[src/rtl/xpt_sequencer.sv]
// ============================================================================
// Module   : xpt_sequencer
// Brief    : Phase counter (XPT), instruction table and cycle-mode sequencer.
//            Optional macro XPT_WAIT_EN adds a WAIT input that stalls a step.
// Revision : 1.0
// ============================================================================
`default_nettype none

module xpt_sequencer (
    input  logic       CLK,
    input  logic       RESET,
    input  logic       STEP,
    input  logic       PR_Reset_XPT,
    input  logic [7:0] P2_Set_ITABLE,
    input  logic       P2_Reset_ITABLE,
    input  logic       P2_Set_CMR,
    input  logic       P2_Set_CM1,
`ifdef XPT_WAIT_EN
    input  logic       WAIT,
`endif
    output logic [3:0] XPT,
    output logic [3:0] notXPT,
    output logic [7:0] ITABLE,
    output logic [7:0] notITABLE,
    output logic       CM1,
    output logic       CMR,
    output logic       XPT_Overflow
);

    localparam logic [3:0] C_XPT_MAX = 4'hF;

    typedef enum logic [0:0] {
        CM_M1 = 1'b0,
        CM_R  = 1'b1
    } cmode_t;

    logic [3:0] r_xpt;
    logic [7:0] r_itable;
    cmode_t     r_mode;
    logic       r_cm1;
    logic       r_cmr;
    logic       r_ovf;

    logic       w_wait;
    logic       w_adv;

`ifdef XPT_WAIT_EN
    assign w_wait = WAIT;
`else
    assign w_wait = 1'b0;
`endif

    // A waited step is dropped entirely: nothing is latched for later replay.
    assign w_adv = STEP & ~w_wait;

    always_ff @(posedge CLK or posedge RESET) begin
        if (RESET) begin
            r_xpt    <= 4'd0;
            r_itable <= 8'd0;
            r_ovf    <= 1'b0;
        end else if (w_adv) begin
            if (PR_Reset_XPT) begin
                r_xpt <= 4'd0;
            end else if (r_xpt == C_XPT_MAX) begin
                r_ovf <= 1'b1;
            end else begin
                r_xpt <= r_xpt + 4'd1;
            end
            r_itable <= (P2_Reset_ITABLE ? 8'd0 : r_itable) | P2_Set_ITABLE;
        end
    end

    // Cycle-mode state machine; one-hot flags are registered alongside the state.
    always_ff @(posedge CLK or posedge RESET) begin
        if (RESET) begin
            r_mode <= CM_M1;
            r_cm1  <= 1'b1;
            r_cmr  <= 1'b0;
        end else if (w_adv) begin
            case (r_mode)
                CM_M1: begin
                    if (!P2_Set_CM1 && P2_Set_CMR) begin
                        r_mode <= CM_R;
                        r_cm1  <= 1'b0;
                        r_cmr  <= 1'b1;
                    end
                end
                CM_R: begin
                    if (P2_Set_CM1) begin
                        r_mode <= CM_M1;
                        r_cm1  <= 1'b1;
                        r_cmr  <= 1'b0;
                    end
                end
                default: begin
                    r_mode <= CM_M1;
                    r_cm1  <= 1'b1;
                    r_cmr  <= 1'b0;
                end
            endcase
        end
    end

    assign XPT          = r_xpt;
    assign notXPT       = ~r_xpt;
    assign ITABLE       = r_itable;
    assign notITABLE    = ~r_itable;
    assign CM1          = r_cm1;
    assign CMR          = r_cmr;
    assign XPT_Overflow = r_ovf;

endmodule

`default_nettype wire

[config.mk]
export PLATFORM = sky130hd
export DESIGN_NAME = xpt_sequencer
export DESIGN_NICKNAME = d
export VERILOG_FILES = /design/src/rtl/xpt_sequencer.sv
export SDC_FILE = /design/constraint.sdc
export NUM_CORES = 1
export LEC_CHECK = 0
export BUFFER_PORTS_ARGS = -buffer_cell sky130_fd_sc_hd__buf_2
export CAP_MARGIN = 10
export CORE_MARGIN = 2
export CORE_UTILIZATION = 37
export CTS_BUF_LIST = sky130_fd_sc_hd__clkbuf_8 sky130_fd_sc_hd__clkbuf_16
export CTS_CLUSTER_DIAMETER = 40
export DETAILED_ROUTE_END_ITERATION = 7
export PLACE_DENSITY = 0.81
export REMOVE_ABC_BUFFERS = 1
export SKIP_CTS_REPAIR_TIMING = 1
export SLEW_MARGIN = 20
export SYNTH_ARGS = -nofsm -noshare
export SYNTH_HDL_FRONTEND = slang
export SYNTH_SLANG_ARGS = --single-unit
[constraint.sdc]
create_clock -name CLK -period 1.15 [get_ports CLK]
set_input_delay 0.345 -clock CLK [delete_from_list [all_inputs] [get_ports CLK]]
set_output_delay 0.345 -clock CLK [all_outputs]
set_load 0.1 [all_outputs]
==> results of run 1 <==
layer usage:
layer / vias up / track usage / routed length [um]
met5: - / 0 / 0
met4: 0 / 0.173 / 141
met3: 13 / 0.0296 / 74
met2: 30 / 0.366 / 1480
met1: 372 / 0.272 / 1090
li1: 350 / - / -
critical path, delay by kind of cell, from the launching register on:
kind / cells / cell delay [ps]
DFF: 1 / 390
buffers and inverters: 3 / 360
area by class of cell:
type	instances	area [um2]	share of cell area
Multi-Input combinational cell	34	253	0.162
Sequential cell	16	408	0.261
Timing Repair Buffer	59	764	0.489
Tap cell	25	31.3	0.0200
Clock inverter	1	3.75	0.00240
Clock buffer	3	41.3	0.0264
Inverter	15	61.3	0.0392
cells by family after synthesis:
kind of cell	share of synthesized area
compound gates	0.224
buf+inv	0.101
flops	0.556
simple gates	0.0814
mux	0.0208
fa+ha+maj	0.0173
flip-flops by register name, indices dropped and copies added, names as in the netlist:
| name | flops |
|---|---|
| ITABLE | 8 |
| XPT | 4 |
| CM1 | 1 |
| CMR | 1 |
| XPT_Overflow | 1 |
| r_mode | 1 |
Yosys cell counts:
library cell	instances	area, um2
a21o_1	1	7.51
a21oi_1	8	40.0
a22o_1	8	70.1
a22o_2	1	10.0
a41oi_1	1	8.76
buf_2	1	5.00
buf_6	1	11.3
dfrtp_1	15	375
dfstp_2	1	26.3
ha_1	1	12.5
inv_1	15	56.3
mux2_4	1	15.0
nand2_1	3	11.3
nand3_1	1	5.00
nand3_2	1	10.0
nand3b_1	1	7.51
nor2_1	1	3.75
nor2b_4	1	13.8
o21ai_0	2	10.0
o21bai_1	1	7.51
o31ai_1	1	7.51
or2b_1	1	7.51
per-stage QoR:
step                area [um2]  hold WS [ps]   util  power (mW)  worst slack (ps)
floorplan                  706           258      -        1.58             -1090
global placement          1400           355  0.785        2.16             -33.3
detailed placement        1400           359  0.785        2.20             -82.6
CTS                       1450          83.7  0.811        2.64              -308
global route              1560           129  0.876        2.80              -226
finish                    1560          98.6  0.876        2.74              -204
where the power goes:
group	switching [mW]	leakage [nW]	internal, mW
combinational	1.01	0.574	0.565
sequential	0.0845	0.183	0.633
clock	0.204	0.0269	0.237
path summary, 6_finish.rpt:
check	cells after the start	end	slack, ps	start
max	3	notXPT[0]	-200	XPT[0]
min	3	ITABLE[4]	100	RESET
max reg2reg	4	XPT[0]	-90	XPT[0]
min reg2reg	1	XPT_Overflow	560	XPT_Overflow
max in group asynchronous	3	CM1	800	RESET
min in group CLK	2	r_mode	310	P2_Set_CM1
==> metrics.txt, run 1 <==
status=complete, but fails checks; failing checks=negative setup slack; Mapped Area=722 um2; initial core utilization=0.405; critical path fanouts, max=3; first-pass GRT wire length=3400 um; wire per inst=roughly 18 um; all-layer global routing usage=0.227; CP arrival=1010 ps; Slowest cell on crit path=dfrtp_1; antenna diode count=0; Clock Sinks=16; layout cells sized above 1=0.664; Final WS setup=-204 ps; top-level I/O count=42; PortBufs=around 40; Setup Viol. Count Final=30; max cap viols=0; drt pass-1 iters=4; Worst Hold Class=primary input to async pin; global route overflow=0; nets@finish=145; sequential fraction of the synthesis area=0.556; global placement routability congestion=around 0.73; final setup TNS=-3670 ps; post-route ant nets=0; synth warn=0; Cells after Synth=67; Syn Area/Cell=10.8 um2; via count=765; Area Overhead vs Synth=116%; WP data required=810 ps; Worst VDD drop=a little over 1000 uV; Worst Skew=0.878 ps; Die X-Extent=48.2 um; maximum buffer depth of the clock tree=2; CTS tree=built; filler cell count=80; Setup crit start kind=flip-flop; Total Wirelength=2780 um; chip height=~48 um; Finished Layout Cells=between 150 and 200; initial drt markers=22; max incr delay on CP=390 ps; total CTS buffers=3; DIE AREA=2320 um2; pwr/cell area=1750 nW/um2; post-synthesis cell type count=22; Fin. Hold Viols=0; CP cell instances=buf_6 -> inv_4 -> buf_12; commonest non-fill, non-tap cell in the layout=buf_12; Setup crit end kind=primary output; RSZ-0062 raised after global routing=true; Leakage=0.784 nW; Post-route DRC=0; minimum clock period after layout=1350 ps; clk_lat worst skew=250 ps; synthesis-stage register bit count=16; CP Class=flip-flop to primary output; slew of the pin with the lowest slew margin=289 ps; clock root cell=clkbuf_8; CTS H-tree depth=1; Tcrit/Tclk final=1.18; DP HPWL=1780 um; Rows=15; vias in the first global route=around 740; via density per instance=about 5.0; max-slew violation count=0; Placed Cells=~140; FMAX=about 740 MHz; Core Area=1780 um2; clock-pin slew on the worst setup and hold paths=70 ps; most frequent cells in the layout=27 x buf_12, 14 x buf_2, 13 x buf_4; largest net degree at the start of global routing=17; max_slew headroom=0.807; initial antenna violation count=0
No activity file was read; power rests on OpenSTA's default activity.
==> run 2, diff against run 1 <==
CORE_MARGIN = 1.5   (was 2)
PLACE_DENSITY = 0.73   (was 0.81)
==> run 2 against run 1 <==
Compared with the run above: the run still ends with negative setup slack left; clock skew about the same; highest routed layer unchanged; via count increased by 5.5%; die area decreased by 4.1%; register-to-register slack got worse by 120 ps; hold slack improved by 5.3 ps; combinational power about the same.
==> metrics.txt, run 2 (synthesis gave the netlist of run 1 again) <==
status=complete, but fails checks; failing checks=negative setup slack; clk_lat worst skew=250 ps (about the same); Slowest cell on crit path=dfrtp_1; clock root cell=clkbuf_8; Total Wirelength=2870 um (+3.1%); CTS tree=built; drt pass-1 iters=4 (unchanged); Tcrit/Tclk final=1.20 (+0.0268); via density per instance=5.34 (+6.9%); DIE AREA=2230 um2 (-4.1%); Setup crit end kind=primary output; final setup TNS=-4130 ps (-454 ps); pwr/cell area=1720 nW/um2 (-1.5%); top-level I/O count=42 (unchanged); maximum buffer depth of the clock tree=2 (unchanged); max cap viols=0 (unchanged); max incr delay on CP=390 ps (about the same); CP arrival=1040 ps (+30 ps); initial core utilization=0.405 (unchanged); all-layer global routing usage=0.222 (-0.00435); Rows=15 (unchanged); CP Class=flip-flop to primary output; total CTS buffers=3 (unchanged); CP most frequent cell=buf_6; most frequent cells in the layout=27 x buf_12, 14 x buf_2, 11 x dfrtp_1, 11 x inv_2, 10 x buf_4; Min Hold Slack=104 ps (+5.27 ps); initial drt markers=35 (+59%); max-slew violation count=0 (unchanged); clock-pin slew on the worst setup and hold paths=60 ps (about the same); CP cell instances=buf_6 -> buf_6 -> buf_12; minimum clock period after layout=1380 ps (+30.8 ps); FMAX=722 MHz (-2.2%); Fin. Hold Viols=0 (unchanged); chip height=47.2 um (-2.1%); Setup crit start kind=flip-flop; Worst VDD drop=1430 uV (+39%); RSZ-0062 raised after global routing=true; post-route ant nets=0 (unchanged); DP HPWL=1620 um (-8.8%); Clock Sinks=16 (unchanged); vias in the first global route=712 (-3.5%); WP data required=810 ps (about the same); antenna diode count=0 (unchanged); commonest non-fill, non-tap cell in the layout=buf_12; CTS H-tree depth=1 (unchanged); layout cells sized above 1=0.683 (+0.0185); Core Area=1780 um2 (unchanged); Placed Cells=140 (+1.4%); filler cell count=78 (-2.5%); initial antenna violation count=0 (unchanged); Setup Viol. Count Final=31 (+3.3%); number of flip-flops under the largest register name=8 (unchanged); global route overflow=0 (unchanged); Leakage=0.778 nW (-0.88%); via count=807 (+5.5%); first-pass GRT wire length=3380 um (-0.59%); Worst Skew=0.499 ps (-0.378 ps); wire per inst=19.0 um (+4.5%); largest net degree at the start of global routing=17 (unchanged); max_slew headroom=0.799 (-0.00798); Area Overhead vs Synth=120%; global placement routability congestion=0.729 (-0.61%); nets@finish=143 (-1.4%); slew of the pin with the lowest slew margin=298 ps (+8.74 ps); Worst Hold Class=primary input to async pin; critical path fanouts, max=4 (+1); PortBufs=41 (unchanged); Final WS setup=-235 ps (-30.8 ps); Finished Layout Cells=151 (-1.3%); Post-route DRC=0 (unchanged); Die X-Extent=47.2 um (-2.1%)
==> run 2: changes by cell type in the layout (fill, tap and decap cells not counted), sizes merged <==
cell and change:
buf -2
==> run 2: final timing paths <==
path	to	startpoint	slack, ps	depth (start not counted)
worst max-delay path	XPT[0]	XPT[0]	-230	3
worst min-delay path	ITABLE[7]	RESET	100	3
worst max register to register	XPT[3]	XPT[0]	-210	5
worst min register to register	XPT_Overflow	XPT_Overflow	560	1
max in group asynchronous	CM1	RESET	800	3
min in group CLK	r_mode	P2_Set_CM1	320	2
==> run 2: worst max-delay path, delay by kind of cell (launching register included) <==
family	cells	cell delay, ps
buffers and inverters	3	400
DFF	1	390
==> run 2: through the flow <==
stage	area, um2	setup WS, ps	util	power, mW
after floorplan	706	-1090	-	1.58
after CTS	1460	-298	0.819	2.62
final	1590	-235	0.890	2.74
after detailed placement	1420	-72.7	0.794	2.20
after global routing	1590	-266	0.890	2.80
after global placement	1420	-17.3	0.794	2.17
==> run 2: cell type report <==
| class | instances | area, um2 | share of cell area |
|---|---|---|---|
| clock buffers | 3 | 41.3 | 0.0260 |
| multi-input cells | 34 | 292 | 0.184 |
| inverters | 15 | 58.8 | 0.0371 |
| clock inverters | 1 | 3.75 | 0.00237 |
| repair buffers | 57 | 753 | 0.475 |
| flip-flops and latches | 16 | 407 | 0.256 |
| well taps | 25 | 31.3 | 0.0197 |
==> run 2: power by group <==
group / switching, mW / total [mW] / internal, mW
registers: 0.0909 / 0.723 / 0.632
logic: 1.02 / 1.58 / 0.562
clock network: 0.197 / 0.434 / 0.237
==> run 2: layer usage <==
metal / track usage / routed length [um] / up-vias / part of all wire
li1: - / - / 348 / -
met1: 0.271 / 1070 / 377 / 0.37
met2: 0.389 / 1530 / 75 / 0.53
met3: 0.0538 / 214 / 7 / 0.075
met4: 0.0667 / 54 / 0 / 0.019
met5: 0 / 0 / - / 0
==> run 3, diff against run 2 <==
HOLD_SLACK_MARGIN = 0.1   (was unset)
PLACE_DENSITY = 0.72   (was 0.73)
==> run 3 against run 2 <==
Compared with the run above: the flow still finishes with violations (negative setup slack); core utilization up 2.1 points; die area stayed put; critical path depth stayed put; critical path type unchanged; highest routed layer unchanged; worst setup slack got worse by 42 ps; clock-buffer cell count unchanged.
==> metrics.txt, run 3 (synthesis gave the netlist of run 1 again) <==
Clock Sinks=16 (unchanged); global route overflow=0 (unchanged); WP data required=810 ps (about the same); most frequent cells in the layout=27 x buf_12, 14 x buf_2, 12 x buf_4; Slowest cell on crit path=dfrtp_1; total CTS buffers=3 (unchanged); post-route ant nets=0 (unchanged); status=complete, but fails checks; DP HPWL=1530 um (-5.4%); worst r2r dst=XPT[3]; commonest non-fill, non-tap cell in the layout=buf_12; max_slew headroom=0.827 (+0.0282); Setup Viol. Count Final=31 (unchanged); Buf+Inv Stages, Crit Path=3 (unchanged); drt pass-1 iters=4 (unchanged); Total Power=2.75 mW (+0.53%); critical path fanouts, max=4 (unchanged); Placed Cells=140 (unchanged); wire per inst=16.6 um (-13%); filler cell count=61 (-22%); switch share=0.469 (-0.00812); vias in the first global route=681 (-4.4%); via count=787 (-2.5%); number of flip-flops under the largest register name=8 (unchanged); clk_lat worst skew=260 ps (about the same); CP Class=flip-flop to primary output; total net switching power=1.29 mW (-1.2%); antenna diode count=0 (unchanged); slew of the pin with the lowest slew margin=256 ps (-41.7 ps); clock-pin slew on the worst setup and hold paths=60 ps (about the same); via density per instance=5.08 (-5.0%); failing checks=negative setup slack; initial antenna violation count=0 (unchanged); Total Wirelength=2570 um (-10%); Tcrit/Tclk final=1.24 (+0.0363); Die X-Extent=47.2 um (unchanged); Rows=15 (unchanged); largest net degree at the start of global routing=17 (unchanged); Finished Layout Cells=155 (+2.6%); nets@finish=147 (+2.8%); maximum buffer depth of the clock tree=2 (unchanged); reg2reg start=XPT[0]; Area Overhead vs Synth=125%; Post-route DRC=0 (unchanged); max incr delay on CP=410 ps (+20 ps); Core Area=1780 um2 (unchanged); initial drt markers=19 (-46%); first-pass GRT wire length=3130 um (-7.4%); clock network power share=0.156 (-0.003); Leakage=0.797 nW (+2.4%); Fin. Hold Viols=0 (unchanged); CTS tree=built; Reg2Reg Depth=5 (unchanged); family with the most delay on the worst path=flip-flops; FMAX=701 MHz (-2.9%); max-slew violation count=0 (unchanged); Worst VDD drop=1530 uV (+6.4%); Combinational Power Share=0.583 (+0.006); DIE AREA=2230 um2 (unchanged); RSZ-0062 raised after global routing=true; max cap viols=0 (unchanged); Setup crit end kind=primary output; CP cell instances=buf_6 -> buf_6 -> buf_12; chip height=47.2 um (unchanged); Pint=1.46 mW (+2.1%); pwr/cell area=1690 nW/um2 (-1.8%); Worst Skew=4.63 ps (+4.13 ps); Reg2Reg Setup Slack=-160 ps (+50 ps); initial core utilization=0.405 (unchanged); minimum clock period after layout=1430 ps (+41.7 ps); Final WS setup=-277 ps (-41.7 ps); Worst Hold Class=primary input to async pin; all-layer global routing usage=0.214 (-0.00823); Setup crit start kind=flip-flop; CP arrival=1080 ps (+40 ps); clock root cell=clkbuf_8; PortBufs=41 (unchanged); layout cells sized above 1=0.700 (+0.0175); global placement routability congestion=0.824 (+13%); Sequential Power Share=0.261 (-0.003); CTS H-tree depth=1 (unchanged); top-level I/O count=42 (unchanged); CP most frequent cell=buf_6
-- run 3: cell types whose count changed in the layout (fill, tap and decap cells not counted), sizes merged --
cell  before  now
buf       57   61
-- run 3: worst min-delay path, delay by kind of cell --
| family | cells | cell delay, ps |
|---|---|---|
| buffers and inverters | 3 | 380 |
-- run 3: how the worst max path moves through the flow --
stage           start  cells past startpoint        end  slack (ps)
2_1_floorplan  XPT[0]                      2     XPT[0]       -1090
4_1_cts        XPT[0]                      3  notXPT[0]        -310
3_5_place_dp   XPT[0]                      4     XPT[0]         -40
6_report       XPT[0]                      3     XPT[0]        -280
3_3_place_gp   XPT[0]                      3  notXPT[0]          -2
5_1_grt        XPT[0]                      3     XPT[0]        -300
-- run 3: cell type report --
cell class,count,area [um2],area share
inverter,15,58.8,0.0362
clock inverter,1,3.75,0.00231
clock buffer,3,41.3,0.0254
multi-input combinational,34,289,0.178
tap,25,31.3,0.0193
sequential,16,409,0.252
timing repair buffer,61,791,0.487
-- run 3: layer usage --
metal | GRT usage | wire [um] | vias up
met1 | 0.251 | 979 | 390
met4 | 0.178 | 52 | 0
li1 | - | - | 352
met2 | 0.321 | 1380 | 41
met3 | 0.0654 | 161 | 4
met5 | 0 | 0 | -
-- run 3: per-stage QoR --
stage               utilization  worst slack (ps)  setup TNS, ps  instance area [um2]  hold WS (ps)
floorplan                     -             -1090         -15960                  706           258
global placement          0.794             -2.47          -3.52                 1420           351
detailed placement        0.794             -41.1          -75.8                 1420           359
CTS                       0.819              -311          -4320                 1460          85.9
global route              0.911              -302          -5160                 1620           103
finish                    0.911              -277          -4230                 1620           104
-- run 3: power by group through the flow --
stage               logic (mW)  clock network, mW  registers, mW
finish                    1.60              0.429          0.717
global route              1.65              0.479          0.724
CTS                       1.47              0.428          0.711
detailed placement        1.47                  0          0.719
global placement          1.46                  0          0.713
floorplan                0.461                  0           1.12
